## src/rtl/serial_deser.sv

```systemverilog
// Serial-to-parallel deserializer: LANES bits per beat into a DATA_WIDTH word, skid-buffered output.
// Optional output word_cnt is enabled by defining DESER_WORD_CNT_EN.
`timescale 1ns/1ps

// state | meaning
// FILL  | accepting beats into the assembly register
// FULL  | assembled word waiting for the output slot to drain
module serial_deser #(
    parameter int DATA_WIDTH = 32,
    parameter int LANES      = 1,
    parameter bit MSB_FIRST  = 1'b0
) (
    input  logic                  clk,
    input  logic                  resetn,
    input  logic                  in_valid,
    input  logic [LANES-1:0]      in_serial,
    input  logic                  in_start,
    output logic                  in_ready,
    output logic [DATA_WIDTH-1:0] out_parallel,
    output logic                  out_valid,
    input  logic                  out_ready,
    output logic                  sync_err
`ifdef DESER_WORD_CNT_EN
    ,
    output logic [15:0]           word_cnt
`endif
);

    localparam int BEATS = DATA_WIDTH / LANES;
    localparam int CNT_W = (BEATS > 1) ? $clog2(BEATS) : 1;
    localparam logic [CNT_W-1:0] LAST_BEAT = CNT_W'(BEATS - 1);

    typedef enum logic {FILL, FULL} state_t;

    state_t                state, state_nxt;
    logic [CNT_W-1:0]      cnt, cnt_nxt, pos;
    logic [DATA_WIDTH-1:0] asm_q, asm_nxt, par_nxt;
    logic                  vld_nxt, err_nxt, accept, last, slot_free;

    assign in_ready = (state == FILL);

    always_comb begin
        accept    = in_valid && (state == FILL);
        pos       = in_start ? '0 : cnt;
        slot_free = !out_valid || out_ready;
        last      = accept && (pos == LAST_BEAT);
        asm_nxt   = asm_q;
        cnt_nxt   = cnt;
        state_nxt = state;
        par_nxt   = out_parallel;
        vld_nxt   = out_valid && !out_ready;
        err_nxt   = 1'b0;
        case (state)
            FILL: begin
                if (accept) begin
                    for (int b = 0; b < BEATS; b++) begin
                        if (CNT_W'(b) == pos) begin
                            asm_nxt[(MSB_FIRST ? DATA_WIDTH - (b + 1) * LANES : b * LANES) +: LANES] = in_serial;
                        end
                    end
                    err_nxt = in_start && (cnt != '0);
                    if (last) begin
                        cnt_nxt = '0;
                        if (slot_free) begin
                            par_nxt = asm_nxt;
                            vld_nxt = 1'b1;
                        end else begin
                            state_nxt = FULL;
                        end
                    end else begin
                        cnt_nxt = pos + CNT_W'(1);
                    end
                end
            end
            FULL: begin
                // out_valid is still high here, so draining means the parked word takes the slot
                if (out_ready) begin
                    par_nxt   = asm_q;
                    vld_nxt   = 1'b1;
                    state_nxt = FILL;
                end
            end
            default: state_nxt = FILL;
        endcase
    end

    always_ff @(posedge clk or negedge resetn) begin
        if (!resetn) begin
            state        <= FILL;
            cnt          <= '0;
            asm_q        <= '0;
            out_parallel <= '0;
            out_valid    <= 1'b0;
            sync_err     <= 1'b0;
        end else begin
            state        <= state_nxt;
            cnt          <= cnt_nxt;
            asm_q        <= asm_nxt;
            out_parallel <= par_nxt;
            out_valid    <= vld_nxt;
            sync_err     <= err_nxt;
        end
    end

`ifdef DESER_WORD_CNT_EN
    always_ff @(posedge clk or negedge resetn) begin
        if (!resetn) begin
            word_cnt <= '0;
        end else if (out_valid && out_ready) begin
            word_cnt <= word_cnt + 16'd1;
        end
    end
`endif

endmodule

```

## config.mk

```make
export PLATFORM = sky130hd
export DESIGN_NAME = serial_deser
export DESIGN_NICKNAME = d
export VERILOG_FILES = /design/src/rtl/serial_deser.sv
export SDC_FILE = /design/constraint.sdc
export NUM_CORES = 1
export LEC_CHECK = 0
export CORE_MARGIN = 2
export CORE_UTILIZATION = 57
export DETAILED_ROUTE_END_ITERATION = 7
export GPL_TIMING_DRIVEN = 0
export HOLD_SLACK_MARGIN = 0.02
export PLACE_DENSITY = 0.81
export SYNTH_ARGS = -nofsm -noshare
export SYNTH_HDL_FRONTEND = slang
export SYNTH_SLANG_ARGS = --single-unit
```

## constraint.sdc

```tcl
create_clock -name clk -period 4.91 [get_ports clk]
set_input_delay 0.7365 -clock clk [delete_from_list [all_inputs] [get_ports clk]]
set_output_delay 0.7365 -clock clk [all_outputs]
set_load 0.02 [all_outputs]
```

# Word level (Yosys, flattened, before mapping)

Cells that the tools add are included.

Flip-flop bits (word level): 72

Add/sub/neg operators: 1
Equality and inequality tests: 36
Multiplexer cells: 51
Bitwise gates (word level): 1
Reduce and logical (&&, ||, !) cells: 11

Operators by type and width:

| operator              | number |
|---|---|
| $mux W32              | 4 |
| $eq A5 B5 Y1 const A  | 16 |
| $pmux W32 S2          | 1 |
| $mux W1               | 42 |
| $eq A4 B5 Y1 const A  | 8 |
| $eq A3 B5 Y1 const A  | 4 |
| $eq A2 B5 Y1 const A  | 2 |
| $mux W5               | 2 |
| $ne A2 B1 Y1 const B  | 3 |
| $add A5 B1 Y5 const B | 1 |
| $eq A1 B5 Y1 const A  | 1 |
| $eq A5 B5 Y1 const B  | 1 |
| $logic_not A5 Y1      | 1 |
| $reduce_bool A5 Y1    | 1 |
| $logic_and A1 B1 Y1   | 4 |
| $pmux W1 S2           | 2 |
| $reduce_and A4 Y1     | 1 |
| $logic_not A1 Y1      | 2 |
| $ne A2 B2 Y1 const B  | 1 |
| $reduce_and A2 Y1     | 1 |
| $logic_or A1 B1 Y1    | 1 |
| $not A1 Y1            | 1 |

# Depth between registers and ports, before layout

Word-level depth: 7
Depth in mapped cells: 11

# Worst setup path after synthesis

No wires, ideal clock.

Kind: input to register
From: input in_start
To: register out_parallel[19]
Data arrival time: 2,916 ps
Slack: 1,858 ps
Cell stages on the path: 10
Buffers on the path: 3
Cells stage by stage: buf_2 > clkbuf_1 > nor2b_1 > ha_1 > and4b_2 > ha_1 > and2_1 > o22ai_1 > clkbuf_1 > o21ai_0

Longest elaborated chain between the ends: 7
Elaborated cells between the ends (all ways): 11

RTL lines:

| what                 | RTL line | RTL |
|---|---|---|
| start, declared      | 17       | `input logic in_start,` |
| $mux W5 *            | 44       | `pos = in_start ? '0 : cnt;` |
| $eq A5 B5 Y1         | 57       | `if (CNT_W'(b) == pos) begin` |
| $mux W1              | 57       |  |
| $mux W32             | 64       | `if (slot_free) begin` |
| $mux W32             | 62       | `if (last) begin` |
| $mux W32             | 55       | `if (accept) begin` |
| $pmux W32 S2         | 53       | `case (state)` |
| end signal, assigned | 99       | `out_parallel <= par_nxt;` |
| end, declared        | 19       | `output logic [DATA_WIDTH-1:0] out_parallel,` |

Mark *: on every way between the ends. The rest lies on a longest branch, timed or not. The select of a mux whose other input is x is not followed.
A chain may end at the register's enable or synchronous reset.

# Worst setup path after layout

Ends and elaborated chain as after synthesis.

==> impl_metrics.yaml <==
finish:
  area_growth_pct: 18.0
  regArea_mm2: 0.00180
  n_antenna_cell: 0
  fill_cells: 497
  layout-drive-gt1-share: 0.165
  multi_input_area_mm2: 0.00168
  fin_util: 0.685
  final_nets: 421
synthesis:
  ys_warn_count: 0
  yosysTopAreaCell: "dfrtp_1"
  synth_compound_area_frac: 0.0818
  synth_cell_types: 35
  synth_area_leaders: "dfrtp_1, mux2_2, mux2i_1"
  synth_top_area_share: 0.495
  syn_nets: 371
  ys_seq_area_frac: 0.495
  synth-xor-area-share: 0
  avgSynthCellArea_um2: 10.1
  yosys.area_share.simple: 0.176
  synthAdderAreaFrac: 0.0206
  syn_inst: 359
  ys_ff_latch: 72
  async_flop_share: 1.00
  syn_area_mm2: 0.00364
  synth_top_family_by_area: "multiplexers"
  muxShareOfSynthArea: 0.181
  synth_edf_count: 0
  synth_flop_cell: "dfrtp_1"
grt:
  grt_antenna_before_repair: 0
  grt_util_met3: 0.0504
  grt_use_total: 0.241
  grt_remaining_overflow: 0
  gr-usage-met2: 0.381
  grt_util_met1: 0.320
  busiest_layer: "met2"
  grt_pass1_vias: 2682
  grt_pass1_wl_um: 13100
  grt_max_degree: 73
critical_path:
  slowest_stage: "o22ai_1"
  end_kind: "register"
  max_stage_delay_ps: 540
  crit_buf_inv: 4
  cp-start-kind: "primary input"
  cp_cell_sequence: "clkdlybuf4s50_1 > buf_2 > clkbuf_1 > nor2b_1 > ha_1 > and4b_2 > ha_1 > and2_1 > o22ai_1 > clkbuf_1 > o21ai_0"
  cp_top_family: "buffers and inverters"
  crit_required_ps: 5120
  worstPathArrival_ps: 4230
  path_max_fanout: 10
  critPathKind: "primary input to register"
die:
  initial_utilization: 0.580
  coreArea_mm2: 0.00628
  rows: 29
  die_w_um: 83.9
  die_h_um: 83.9
  ios: 41
  die_area_mm2: 0.00705
timing:
  fin_crit_ps: 4020
  fin_setup_tns_ps: 0
  rsz0062_at_grt: "false"
  drv_slew: 0
  max_freq_mhz: 249
  tightestPinTransition_ps: 888
  hold_viol: 0
  setup-violations-final: 0
  relSlewSlack: 0.408
  finalClockSkew_ps: 11.8
  fin_crit_sh: 0.818
routing:
  drc: 0
  routedWlPerCell_um: 16.1
  routed_wl_um: 7900
  drt_first_pass_iters: 4
  via_per_inst: 5.61
  ant_nets: 0
  initialDrtViolationCount: 198
  dr_total_vias: 2747
clock_tree:
  clkTransAtPathRegs_ps: 80
  ctsHtreeMaxLevel: 3
  cts_hold_buf: 0
  cts_buffer_depth: 2
  cts_sinks: 72
  root_buffer: "clkbuf_8"
  cts_buffers: 9
  cts_setup_buffers: 0
  ctsResizeCount: 0
  cts_tree: "built"
  insertion_delay_ps: 350
placed_design:
  place_congestion: 0.801
  dpl.hpwl_um: 5480
  io_buffers: 39
power:
  peakVddDrop_mv: 0.218
  power.density_mw_per_mm2: 297
  power.leakage_nw: 1.84
hold_path:
  hold_class: "register to register"
flow_run:
  drv.max_cap_violation_count: 0
outcome:
  status: "complete, no violations"
registers in the layout (all words and copies together) (netlist names):
name          count
asm_q            32
out_parallel     32
cnt               5
out_valid         1
state             1
sync_err          1
synth_stat cells, types with 6 or more instances:
| library cell | count |
|---|---|
| a21oi_1 | 10 |
| buf_2 | 9 |
| clkbuf_1 | 13 |
| dfrtp_1 | 72 |
| ha_1 | 6 |
| mux2_2 | 32 |
| mux2i_1 | 30 |
| nand2_1 | 45 |
| nand3_1 | 13 |
| nand3b_1 | 6 |
| nor2_1 | 44 |
| o21ai_0 | 23 |
| o21ai_1 | 7 |
worst reg2reg max path: cells and delay by family (launching register included):
family | cells | cell delay [ps]
compound gates | 2 | 730
simple gates | 3 | 670
fa+ha+maj | 2 | 570
buf+inv | 1 | 470
flops | 1 | 410
worst paths after layout:
kind,from,end,slack [ps],cells past startpoint
setup reg to reg,cnt[0],out_parallel[19],1920,8
setup / recovery,in_start,out_parallel[19],890,11
hold reg to reg,out_parallel[14],out_parallel[14],480,2
max in group asynchronous,resetn,out_parallel[1],3810,1
min in group asynchronous,resetn,out_parallel[19],490,1
hold / removal,out_parallel[14],out_parallel[14],480,2
per-stage QoR:
stage	worst slack, ps	instances	total power [mW]	area (um2)	hold slack, ps
finish	893	490	1.28	4300	482
global route	715	490	1.33	4300	510
CTS	983	490	1.28	4300	487
detailed placement	597	475	0.869	4130	470
global placement	686	475	0.861	4130	463
floorplan	1860	359	0.797	3640	441
power by group:
group          switching, mW  internal, mW  leakage (nW)
Sequential            0.0242         0.635         0.979
Combinational          0.113        0.0850         0.777
Clock                  0.213         0.207        0.0882
Total                  0.350         0.927          1.84
area by class of cell:
| cell class | count | share of cell area |
|---|---|---|
| Sequential cell | 72 | 0.419 |
| Multi-Input combinational cell | 254 | 0.390 |
| Timing Repair Buffer | 39 | 0.0902 |
| Clock buffer | 12 | 0.0361 |
| Buffer | 28 | 0.0341 |
| Tap cell | 77 | 0.0224 |
| Inverter | 5 | 0.00437 |
| Clock inverter | 3 | 0.00407 |
metal layers:
metal  wire length [um]  part of all wire  vias up
met2               3790              0.48       77
met1               3500              0.44     1330
met4                153             0.019        0
met5                  0                 0        -
li1                   -                 -     1327
met3                455             0.058       13
kinds of logic (layout without fill, tap and decap cells):
kind of cell             count (synthesis)  count (layout)
AND/OR/NAND/NOR                        133             133
multiplexers                            62              62
adder cells (fa/ha/maj)                  6               6
AO/OA/AOI/OAI                           53              53
flip-flops                              72              72
buffers and inverters                   33              87
layout by cell type, fill, tap and decap left out, types with 2 or more instances in the layout:
master / instances
clkdlybuf4s50_1: 38
nor2b_1: 5
nand2_1: 45
nand3_1: 13
a21boi_0: 2
o31ai_1: 2
clkbuf_1: 14
nand3b_1: 6
nand4bb_1: 2
inv_1: 5
or3_1: 2
mux2i_1: 30
buf_4: 5
ha_1: 6
nor2_1: 44
and2_1: 3
nor3_2: 2
buf_2: 9
dfrtp_1: 72
clkbuf_8: 11
nor3_1: 3
a31oi_1: 2
mux2_2: 32
a21oi_1: 10
buf_6: 2
o21ai_0: 23
o21ai_1: 7
nor3b_1: 2
nand2b_1: 2
clkinv_2: 2
o211ai_1: 4
Power figures use the tool's default switching activity.
